[src/rtl/pipeline_pkg.sv]
// Shared types and constants for the 5-stage pipeline control path.
// Forward selects, MUL/DIV sequencer states and the register-0 helper.
package pipeline_pkg;

  localparam logic [1:0] FWD_RF = 2'b00;
  localparam logic [1:0] FWD_W  = 2'b01;
  localparam logic [1:0] FWD_M  = 2'b10;

  localparam logic [4:0] REG_ZERO = 5'd0;

  typedef enum logic [1:0] {
    IDLE = 2'd0,
    BUSY = 2'd1,
    DONE = 2'd2
  } muldiv_state_t;

  // A write to register 0 is discarded, so it can never be a producer.
  function automatic logic reg_hit(
    input logic [4:0] dst,
    input logic [4:0] src
  );
    return (dst != REG_ZERO) && (dst == src);
  endfunction

endpackage

[src/rtl/muldiv_sequencer.sv]
// IDLE/BUSY/DONE sequencer for the multi-cycle MUL/DIV unit.
// BUSY lasts exactly the loaded count; DONE is a one-cycle HI/LO write.
module muldiv_sequencer
  import pipeline_pkg::*;
#(
  parameter int MUL_CYCLES = 4,
  parameter int DIV_CYCLES = 32,
  parameter int CNT_W      = 6
) (
  input  logic clk,
  input  logic rst_n,
  input  logic start_i,
  input  logic is_div_i,
  output logic busy_o,
  output logic done_o,
  output logic active_o,
  output logic err_o
);

  localparam logic [CNT_W-1:0] MUL_LD = CNT_W'(MUL_CYCLES);
  localparam logic [CNT_W-1:0] DIV_LD = CNT_W'(DIV_CYCLES);
  localparam logic [CNT_W-1:0] CNT_ONE = CNT_W'(1);

  muldiv_state_t    state_q;
  logic [CNT_W-1:0] cnt_q;
  logic             busy_q;
  logic             done_q;
  logic             err_q;

  always_ff @(posedge clk or negedge rst_n) begin
    if (!rst_n) begin
      state_q <= IDLE;
      cnt_q   <= '0;
      busy_q  <= 1'b0;
      done_q  <= 1'b0;
      err_q   <= 1'b0;
    end else begin
      unique case (state_q)
        IDLE: begin
          if (start_i) begin
            cnt_q   <= is_div_i ? DIV_LD : MUL_LD;
            state_q <= BUSY;
            busy_q  <= 1'b1;
          end
        end
        BUSY: begin
          cnt_q <= cnt_q - CNT_ONE;
          if (cnt_q == CNT_ONE) begin
            state_q <= DONE;
            busy_q  <= 1'b0;
            done_q  <= 1'b1;
          end
          if (start_i) err_q <= 1'b1;
        end
        DONE: begin
          state_q <= IDLE;
          done_q  <= 1'b0;
          if (start_i) err_q <= 1'b1;
        end
        default: begin
          state_q <= IDLE;
          busy_q  <= 1'b0;
          done_q  <= 1'b0;
        end
      endcase
    end
  end

  assign busy_o   = busy_q;
  assign done_o   = done_q;
  assign active_o = (state_q != IDLE);
  assign err_o    = err_q;

endmodule

[src/rtl/pipeline_hazard_ctrl.sv]
// Hazard control for the 5-stage pipeline: forwarding, stalls, flushes.
// MUL/DIV sequencing lives in muldiv_sequencer.
module pipeline_hazard_ctrl
  import pipeline_pkg::*;
#(
  parameter int MUL_CYCLES = 4,
  parameter int DIV_CYCLES = 32,
  parameter int CNT_W      = 6
) (
  input  logic       clk,
  input  logic       rst_n,
  input  logic [4:0] rs_d,
  input  logic [4:0] rt_d,
  input  logic [4:0] rs_e,
  input  logic [4:0] rt_e,
  input  logic [4:0] write_reg_e,
  input  logic [4:0] write_reg_m,
  input  logic [4:0] write_reg_w,
  input  logic       reg_write_e,
  input  logic       reg_write_m,
  input  logic       reg_write_w,
  input  logic       mem_to_reg_e,
  input  logic       mem_to_reg_m,
  input  logic       branch_d,
  input  logic       jump_d,
  input  logic       pc_src_d,
  input  logic       muldiv_req_d,
  input  logic       hilo_read_d,
  input  logic       muldiv_start_e,
  input  logic       muldiv_is_div_e,
  output logic       stall_f,
  output logic       stall_d,
  output logic       flush_d,
  output logic       flush_e,
  output logic [1:0] forward_a_e,
  output logic [1:0] forward_b_e,
  output logic       forward_a_d,
  output logic       forward_b_d,
  output logic       muldiv_busy,
  output logic       muldiv_done,
  output logic       protocol_err
);

  logic md_active;
  logic lw_stall;
  logic br_stall;
  logic md_stall;
  logic stall;

  muldiv_sequencer #(
    .MUL_CYCLES (MUL_CYCLES),
    .DIV_CYCLES (DIV_CYCLES),
    .CNT_W      (CNT_W)
  ) u_seq (
    .clk      (clk),
    .rst_n    (rst_n),
    .start_i  (muldiv_start_e),
    .is_div_i (muldiv_is_div_e),
    .busy_o   (muldiv_busy),
    .done_o   (muldiv_done),
    .active_o (md_active),
    .err_o    (protocol_err)
  );

  // M is the younger producer, so it wins over W.
  always_comb begin
    forward_a_e = FWD_RF;
    if (reg_write_m && reg_hit(write_reg_m, rs_e))
      forward_a_e = FWD_M;
    else if (reg_write_w && reg_hit(write_reg_w, rs_e))
      forward_a_e = FWD_W;
  end

  always_comb begin
    forward_b_e = FWD_RF;
    if (reg_write_m && reg_hit(write_reg_m, rt_e))
      forward_b_e = FWD_M;
    else if (reg_write_w && reg_hit(write_reg_w, rt_e))
      forward_b_e = FWD_W;
  end

  assign forward_a_d = reg_write_m && reg_hit(write_reg_m, rs_d);
  assign forward_b_d = reg_write_m && reg_hit(write_reg_m, rt_d);

  assign lw_stall = mem_to_reg_e &&
                    (reg_hit(rt_e, rs_d) || reg_hit(rt_e, rt_d));

  assign br_stall = branch_d && (
      (reg_write_e &&
       (reg_hit(write_reg_e, rs_d) || reg_hit(write_reg_e, rt_d))) ||
      (mem_to_reg_m &&
       (reg_hit(write_reg_m, rs_d) || reg_hit(write_reg_m, rt_d))));

  // DONE still counts: HI/LO is only written at the end of that cycle.
  assign md_stall = md_active && (hilo_read_d || muldiv_req_d);

  assign stall = lw_stall | br_stall | md_stall;

  assign stall_f = stall;
  assign stall_d = stall;
  assign flush_e = stall;
  assign flush_d = (pc_src_d | jump_d) && !stall;

endmodule

[config.mk]
export PLATFORM = sky130hd
export DESIGN_NAME = pipeline_hazard_ctrl
export DESIGN_NICKNAME = d
export VERILOG_FILES = /design/src/rtl/pipeline_pkg.sv /design/src/rtl/muldiv_sequencer.sv /design/src/rtl/pipeline_hazard_ctrl.sv
export SDC_FILE = /design/constraint.sdc
export NUM_CORES = 1
export LEC_CHECK = 0
export CORE_MARGIN = 3
export CORE_UTILIZATION = 42
export CTS_CLUSTER_SIZE = 16
export DETAILED_ROUTE_END_ITERATION = 7
export GPL_TIMING_DRIVEN = 0
export PLACE_DENSITY_LB_ADDON = 0.05
export SYNTH_ARGS = -nofsm -noshare
export SYNTH_HDL_FRONTEND = slang
export SYNTH_SLANG_ARGS = --single-unit
[constraint.sdc]
create_clock -name clk -period 3.2 [get_ports clk]
set_input_delay 0.8 -clock clk [delete_from_list [all_inputs] [get_ports clk]]
set_output_delay 0.8 -clock clk [all_outputs]
set_load 0.1 [all_outputs]
Word level (Yosys, flattened, before mapping)
Index checks and enable logic that the tools add are counted.
{"block": "op_classes", "add_sub_neg": 1, "shifts": 0, "n_div": 0, "n_mux": 15, "multipliers": 0, "order_cmp": 0, "reduce_logical": 41, "n_eq_ne": 15, "bitwise": 5}
{"operator": "$eq 5x5->1", "n": 10}
{"operator": "$logic_and 1x1->1", "n": 22}
{"operator": "$reduce_bool 5->1", "n": 4}
{"operator": "$mux 6", "n": 2}
{"operator": "$pmux 6 s2", "n": 1}
{"operator": "$mux 2", "n": 4}
{"operator": "$reduce_and 2->1", "n": 4}
{"operator": "$eq 6x1->1 const B", "n": 1}
{"operator": "$sub 6x1->6 const B", "n": 1}
{"operator": "$logic_or 1x1->1", "n": 5}
{"operator": "$mux 1", "n": 5}
{"operator": "$pmux 2 s2", "n": 1}
{"operator": "$reduce_bool 2->1", "n": 2}
{"operator": "$or 1x1->1", "n": 3}
{"operator": "$pmux 1 s3", "n": 1}
{"operator": "$reduce_and 3->1", "n": 1}
{"operator": "$eq 2x1->1 const B", "n": 1}
{"operator": "$eq 2x2->1 const B", "n": 1}
{"operator": "$logic_not 2->1", "n": 1}
{"operator": "$ne 2x1->1 const B", "n": 1}
{"operator": "$ne 2x2->1 const B", "n": 1}
{"operator": "$not 1->1", "n": 2}
{"operator": "$pmux 1 s2", "n": 1}
{"operator": "$reduce_or 2->1", "n": 1}
{"operator": "$logic_not 1->1", "n": 1}
{"block": "word_totals", "reg_bits": 11, "memories": 0, "inputBits": 49, "output_inout_bits": 13, "rom_bits": 0, "latch_bits": 0, "ramBits": 0, "wordCells": 82}

Depth between registers and ports, before layout
Gate-level depths: netlist of run 1.
{"block": "depth", "word_depth": 10, "ltp_mapped": 8, "mapped_depth_nobuf": 7}

Modules after synthesis
A second synthesis of run 1 with hierarchy kept.
{"block": "hier_totals", "hier_cells": 169, "area_unflattened_um2": 1396.3}
{"module": "pipeline_hazard_ctrl", "cells_each": 103, "instances": 1, "area_per_inst_um2": 739.5, "seq_area_each_um2": 0.0}
{"module": "muldiv_sequencer", "cells_each": 66, "instances": 1, "area_per_inst_um2": 656.9, "seq_area_each_um2": 275.3}

Least setup slack after synthesis of run 1
No wires, ideal clock.
{"block": "synth_path", "path_kind": "input -> output", "startpoint": "input port write_reg_m[4]", "endpoint": "output port forward_a_e[0]", "setup_slack_ns": -3.130, "t_required_ns": 2.400, "t_arrival_ns": 5.530, "path_buffers": 1, "cell_stages": 5, "path_cell_list": "clkbuf_1 -> or4_4 -> o21ai_2 -> nor4_1 -> nor4_2"}
{"block": "synth_via", "elab_chain_cells": 4}
{"element": "start: declaration", "line_no": "pipeline_hazard_ctrl.sv:17", "rtl": "input logic [4:0] write_reg_m,"}
{"element": "$eq 5x5->1 / $reduce_bool 5->1 (equally long branches)", "line_no": "pipeline_pkg.sv:22", "rtl": "return (dst != REG_ZERO) && (dst == src);"}
{"element": "$logic_and 1x1->1 *", "line_no": "pipeline_pkg.sv:22"}
{"element": "$logic_and 1x1->1 *", "line_no": "pipeline_hazard_ctrl.sv:68", "rtl": "if (reg_write_m && reg_hit(write_reg_m, rs_e))"}
{"element": "$mux 2 *", "line_no": "pipeline_hazard_ctrl.sv:68"}
{"element": "end: declaration", "line_no": "pipeline_hazard_ctrl.sv:35", "rtl": "output logic [1:0] forward_a_e,"}
Mark *: on every way between the ends. The rest lies on a longest branch, timed or not.

Worst setup path after layout of run 1
{"block": "layout_path", "startpoint": "input port write_reg_m[3]", "endpoint": "output port stall_f"}
{"block": "layout_via", "elab_chain_cells": 8}
{"element": "$eq 5x5->1 / $reduce_bool 5->1 (equally long branches)", "line_no": "pipeline_pkg.sv:22"}
{"element": "$logic_and 1x1->1", "line_no": "pipeline_pkg.sv:22"}
{"element": "$logic_or 1x1->1 *", "line_no": "pipeline_hazard_ctrl.sv:92", "rtl": "(reg_hit(write_reg_m, rs_d) || reg_hit(write_reg_m, rt_d))));"}
{"element": "$logic_and 1x1->1 *", "line_no": "pipeline_hazard_ctrl.sv:91", "rtl": "(mem_to_reg_m &&"}
{"element": "$logic_or 1x1->1 *", "line_no": "pipeline_hazard_ctrl.sv:90", "rtl": "(reg_hit(write_reg_e, rs_d) || reg_hit(write_reg_e, rt_d))) ||"}
{"element": "$logic_and 1x1->1 *", "line_no": "pipeline_hazard_ctrl.sv:88", "rtl": "assign br_stall = branch_d && ("}
{"element": "$or 1x1->1 * (2 in a row)", "line_no": "pipeline_hazard_ctrl.sv:97", "rtl": "assign stall = lw_stall | br_stall | md_stall;"}
{"element": "end: declaration", "line_no": "pipeline_hazard_ctrl.sv:31", "rtl": "output logic stall_f,"}
Marks and branches as above.

==> metrics.md, run 1 <==
| Metric | Value |
|---|---|
| Routed wire length on met2 | 1850 µm |
| Row cnt | 20 |
| Worst path top cell family by delay | simple AND/OR/NAND/NOR gates |
| Worst vdd ir | 0.393 mV |
| Syn Inst Count | 166 |
| R2R Path End | u_seq.cnt_q[5] |
| Synth Net Count | 220 |
| Max Slew Vio Count | 0 |
| Worst Setup EP | stall_f |
| Post-synthesis sequential area ratio | 20.2% |
| HPWL after DPL | 3170 µm |
| Crit. path cell count | 8 |
| Max Fclk | 0.315 GHz |
| Hold_buf cts | 0 |
| Via/cell ratio | 5.27 |
| Max_slew headroom | 35.1% |
| Final hold violations | 0 |
| Clock Sinks | 11 |
| Mux cell area share after synthesis | 0.735% |
| Synth Area in Compound Gates | 12.7% |
| Initial antenna violation count | 0 |
| CORE AREA | 3080 µm² |
| Initial DRC Count | 66 |
| Synthesized cell area | 1360 µm² |
| Count leader, synth | xor2_1 |
| Die ar. | 3960 µm² |
| Ant. Diodes | 0 |
| Die height | 63.0 µm |
| DR top layer | met4 |
| Worst Clk Skew | 0.00796 ns |
| Crit Path Max Fanout | 3 |
| Synth warnings | 0 |
| Vias | 1408 |
| Port Buffers | 51 |
| Critical Path Most Common Cell | buf_12 |
| Synth top cells by count | xor2_1 (28), xnor2_1 (22), dfrtp_1 (11) |
| Later-pin clock latency in the skew report | 0.28 ns |
| Global route total overflow | 0 |
| Top FF cell, synth | dfrtp_1 |
| Clk buf depth | 2 |
| Placed insts | 261 |
| CTS tree | built |
| Minimum clock period | 3.17 ns |
| DR pass1 iterations | 4 |
| Critical Path Source | write_reg_m[3] |
| Async SR Flop Fraction | 100% |
| I/O pin cnt | 62 |
| Share of layout cells above drive strength 1 | 18.8% |
| Post-Place Setup Slack | -1.20 ns |
| WL met1 | 1680 µm |
| Pwr/cell area | 628 nW/µm² |
| Max Cap Viol | 0 |
| WL final | 3890 µm |
| Area share of the largest cell type after synthesis | 20.2% |
| Simple-Gate Fraction of Synth Area | 22.8% |
| # nets final | 278 |
| Critical-path top delay cell | or4_4 |
| Status | completed |
| Dominant cell type by area after synthesis | dfrtp_1 |
| Layout Cells excl Fill | 267 |
| Syn_area_per_cell | 8.21 µm² |
| Distinct cells, synth | 39 |
| Setup tns final | 0 ns |
| Final antenna-violating net count | 0 |
| Hold Crit Class | flip-flop to flip-flop |
| Buf/Inv on CP | 3 |
| Least-Margin Pin Slew | 0.971 ns |
| CP endpoint kind | primary output |
| Starting density of the core | 44.3% |
| RSZ-0062 raised after global routing | yes |
| Crit path largest cell delay | 0.56 ns |
| Arr. time, crit path | 2.37 ns |
| R2R setup slack | 1.28 ns |
| Reg clk slew, reported paths | 0.07 ns |
| Cells along the critical path | buf_8 > or4_4 > nor2_4 > nor4_4 > o211ai_2 > nand3_4 > buf_12 > buf_12 |
| Final worst setup slack | 0.0277 ns |
| Largest net degree at the start of global routing | 12 |
| GP Congestion | 0.918 |
| CP Data Required Time | 2.40 ns |
| GRT Total Usage | 21.5% |
| Via count of the first global-routing pass | 1504 |
| Post-synth EDFFs | 0 |
| CP Launch Type | primary input |
| Drt drc | 0 |
| P&R area growth vs syn | 57.4% |
| Crit Path Class | primary input to primary output |
| Die width | 63.0 µm |
| Synth Register Bits | 11 |
| Tcrit/Tclk final | 99.1% |
| Final setup fails | 0 |
| Pwr Total | 1.35 mW |
| R2R Path Start | u_seq.state_q[0] |
| Adder-cell share of the synthesized area | 4.59% |
| First-pass GRT wire length | 6850 µm |
| XOR/XNOR share of the synthesized area | 32.1% |
| DR WL met3 | 328 µm |
| Max H-tree Level | 1 |
| Num CTS Buffers | 3 |
| Path depth of the worst reg2reg path | 8 |
| Root Driver | clkbuf_4 |
| Leak Pwr | 0.876 nW |
| Top post-synthesis cells by area | dfrtp_1 (20%), xor2_1 (18%), xnor2_1 (14%) |
| Routed len/inst | 14.6 µm |
| Largest family of logic cells by synthesized area | XOR/XNOR gates |
[report_power, final]
group | internal, mW | leakage [nW] | switching [mW]
combinational | 0.379 | 0.725 | 0.625
sequential | 0.197 | 0.136 | 0.0469
clock | 0.0484 | 0.0150 | 0.0508
[how the worst min path moves through the flow]
stage,startpoint,end,slack (ns),cells past startpoint
3_3_place_gp,u_seq.err_o,u_seq.err_o,0.44,1
3_5_place_dp,u_seq.err_o,u_seq.err_o,0.45,1
4_1_cts,u_seq.err_o,u_seq.err_o,0.47,1
2_1_floorplan,u_seq.cnt_q[4],u_seq.cnt_q[4],0.47,2
6_report,u_seq.err_o,u_seq.err_o,0.46,1
5_1_grt,u_seq.err_o,u_seq.err_o,0.50,1
[layout make-up]
type,count,area (µm²)
multi-input combinational,135,1110
inverter,6,22.5
buffer,14,134
tap,44,55.1
timing repair buffer,53,524
clock buffer,4,26.3
sequential,11,275
fill,283,933
[stage by stage]
stage	cell area, µm²	util, %	hold WS, ns
4_1_cts	2140	69.6	0.466
2_1_floorplan	1480	-	0.466
6_report	2140	69.7	0.460
3_3_place_gp	2040	66.3	0.440
5_1_grt	2140	69.7	0.498
3_5_place_dp	2040	66.3	0.446
[sequential cells by signal, indices dropped and copies added (netlist names)]
signal	count
u_seq.busy_o	1
u_seq.cnt_q	6
u_seq.done_o	1
u_seq.err_o	1
u_seq.state_q	2
[cell usage in the layout (no fill, tap or decap), types with 3 or more instances in the layout]
master | synthesis | final
buf_4 | 2 | 3
xnor2_1 | 22 | 22
nor4_4 | 0 | 6
clkbuf_2 | 0 | 3
o21ai_0 | 8 | 8
ha_1 | 5 | 5
dfrtp_1 | 11 | 11
inv_1 | 6 | 6
clkbuf_1 | 8 | 5
dlygate4sd2_1 | 0 | 21
buf_8 | 0 | 3
buf_6 | 1 | 4
or4_1 | 5 | 3
xor2_1 | 28 | 27
buf_12 | 0 | 5
nor2_1 | 10 | 10
nor3_1 | 4 | 4
or4_4 | 1 | 3
a21oi_1 | 6 | 6
clkdlybuf4s50_1 | 0 | 20
nand2_1 | 7 | 7
clkbuf_4 | 0 | 4
nand3_1 | 10 | 9
[layer usage]
metal  track usage, %  vias up
li1                 -      681
met1             27.8      662
met2             35.3       61
met3             6.65        4
met4             3.86        0
met5                0        -
[timing repair]
item,CTS,global route
setup endpoints to repair,10,6
pin swaps,10,3
setup buffers,2,0
gates resized for setup,102,3
[kinds of logic (layout without fill, tap and decap cells)]
family | Yosys count | count (layout)
compound gates | 26 | 26
mux | 1 | 1
xor+xnor | 50 | 50
buf+inv | 20 | 77
flops | 11 | 11
fa+ha+maj | 5 | 5
simple gates | 53 | 53
Power figures use the tool's default switching activity.
==> inputs of run 2 (changes only) <==
- PLACE_DENSITY_LB_ADDON: 0.05 -> 0.2
==> run 2 against run 1 <==
Against the previous run: clock skew is essentially flat; wire length grew 5.9%; die area is the same; first-iteration DRC count shrank 41%; design area shrank 0.12%.
==> metrics.md, run 2 (synthesis gave the netlist of run 1 again) <==
| Metric | Value |
|---|---|
| Status | completed |
| Vias | 1414 |
| # nets final | 278 |
| Worst path top cell family by delay | simple AND/OR/NAND/NOR gates |
| Min Hold Slack | 0.468 ns |
| DR pass1 iterations | 4 |
| Critical Path Source | write_reg_m[1] |
| Most frequent cells in the layout | xor2_1 (28), xnor2_1 (22), dlygate4sd2_1 (21) |
| Row cnt | 20 |
| Hold Crit Class | flip-flop to flip-flop |
| Final instance area | 2140 µm² |
| Minimum clock period | 3.18 ns |
| Leak Pwr | 0.886 nW |
| Worst vdd ir | 0.474 mV |
| Crit path largest cell delay | 0.56 ns |
| Max reg flops | 6 |
| Share of layout cells above drive strength 1 | 20.2% |
| Initial DRC Count | 39 |
| Buf/Inv on CP | 2 |
| Fill cell count | 245 |
| Die ar. | 3960 µm² |
| WL final | 4120 µm |
| Port Buffers | 51 |
| Least-Margin Pin Slew | 0.969 ns |
| Largest regs | u_seq.cnt_q x6, u_seq.state_q x2 |
| Die width | 63.0 µm |
| R2R Path Start | u_seq.state_q[0] |
| Pwr Total | 1.35 mW |
| Starting density of the core | 44.3% |
| Post-Place Cell Area | 2040 µm² |
| Via count of the first global-routing pass | 1432 |
| Max Fclk | 0.314 GHz |
| Final setup fails | 0 |
| Tcrit/Tclk final | 99.5% |
| Ant. Diodes | 0 |
| Crit Path Class | primary input to primary output |
| Arr. time, crit path | 2.38 ns |
| Clock Sinks | 11 |
| First-pass GRT wire length | 6890 µm |
| Num CTS Buffers | 3 |
| R2R setup slack | 1.28 ns |
| Max Slew Vio Count | 0 |
| Crit. path cell count | 6 |
| I/O pin cnt | 62 |
| R2R Path End | u_seq.cnt_q[5] |
| Critical-path top delay cell | or4_4 |
| Critical Path Most Common Cell | nor4_4 |
| Die height | 63.0 µm |
| Clk buf depth | 2 |
| CORE AREA | 3080 µm² |
| Worst Clk Skew | 0.00784 ns |
| CP endpoint kind | primary output |
| Drt drc | 0 |
| Routed len/inst | 15.4 µm |
| Max H-tree Level | 1 |
| Final hold violations | 0 |
| Worst Setup EP | forward_a_e[0] |
| Path depth of the worst reg2reg path | 8 |
| GP Congestion | 0.799 |
| Reg clk slew, reported paths | 0.07 ns |
| HPWL after DPL | 3270 µm |
| Pwr/cell area | 631 nW/µm² |
| Final antenna-violating net count | 0 |
| Commonest non-fill, non-tap cell in the layout | xor2_1 |
| CTS tree | built |
| GRT Total Usage | 21.3% |
| Reg with most FFs | u_seq.cnt_q |
| Global route total overflow | 0 |
| Layout Utilization | 69.6% |
| Later-pin clock latency in the skew report | 0.28 ns |
| Initial antenna violation count | 0 |
| Via/cell ratio | 5.30 |
| Crit Path Max Fanout | 3 |
| Max_slew headroom | 35.2% |
| Root Driver | clkbuf_4 |
| Max Cap Viol | 0 |
| Hold_buf cts | 0 |
| CP Data Required Time | 2.40 ns |
| Largest net degree at the start of global routing | 12 |
| P&R area growth vs syn | 57.2% |
| Cells along the critical path | buf_12 > or4_4 > o21ai_4 > nor4_4 > nor4_4 > buf_6 |
| CP Launch Type | primary input |
## run 2: worst register-to-register path, cell delays in order, from the launching register on
cell,delay [ns]
dfrtp_1,0.38
inv_1,0.08
ha_1,0.25
nor2b_1,0.19
or2_1,0.22
clkbuf_1,0.17
or3_1,0.35
o21ai_0,0.09
a21oi_1,0.06
## run 2: metrics by stage
step                      instances  setup TNS [ns]  worst slack, ns
after floorplan                 166           -1.16           -0.476
after global placement          261           -9.84            -1.17
after detailed placement        261          -10.13            -1.21
after CTS                       265               0           0.0137
after global routing            267         -0.0172          -0.0172
final                           267               0           0.0156
## run 2: per-layer routing
metal  vias to the layer above  part of all wire (%)  wire length (µm)  global-route usage [%]
li1                        675                     -                 -                       -
met1                       663                    41              1710                    27.0
met5                         -                     0                 0                       0
met4                         0                   1.6                65                    5.79
met3                        10                   9.3               381                    7.01
met2                        66                    48              1960                    34.5
## run 2: final cells by class
class,instances,area [µm²],area share (%)
Multi-Input combinational cell,135,1110,51.9
Timing Repair Buffer,53,527,24.6
Sequential cell,11,275,12.9
Buffer,14,123,5.72
Tap cell,44,55.1,2.57
Clock buffer,3,22.5,1.05
Inverter,6,22.5,1.05
Clock inverter,1,5.00,0.234
## run 2: what timing repair did
action | 4_1_cts | 5_1_grt
endpoints found under the setup margin | 10 | 6
resized for setup | 96 | 11
setup buffers | 0 | 2
gates cloned | 0 | 0
pin swaps | 5 | 1
## run 2: report_power, final
| group | internal [mW] | switching (mW) | leakage [nW] |
|---|---|---|---|
| logic | 0.384 | 0.630 | 0.733 |
| registers | 0.197 | 0.0466 | 0.136 |
| clock network | 0.0464 | 0.0481 | 0.0177 |
## run 2: worst min-delay path by stage
stage / from / endpoint / slack, ns / cells past startpoint
after floorplan: u_seq.cnt_q[4] / u_seq.cnt_q[4] / 0.47 / 2
after global placement: u_seq.err_o / u_seq.err_o / 0.45 / 1
after detailed placement: u_seq.err_o / u_seq.err_o / 0.46 / 1
after CTS: u_seq.err_o / u_seq.err_o / 0.48 / 1
after global routing: u_seq.err_o / u_seq.err_o / 0.49 / 1
final: u_seq.err_o / u_seq.err_o / 0.47 / 1
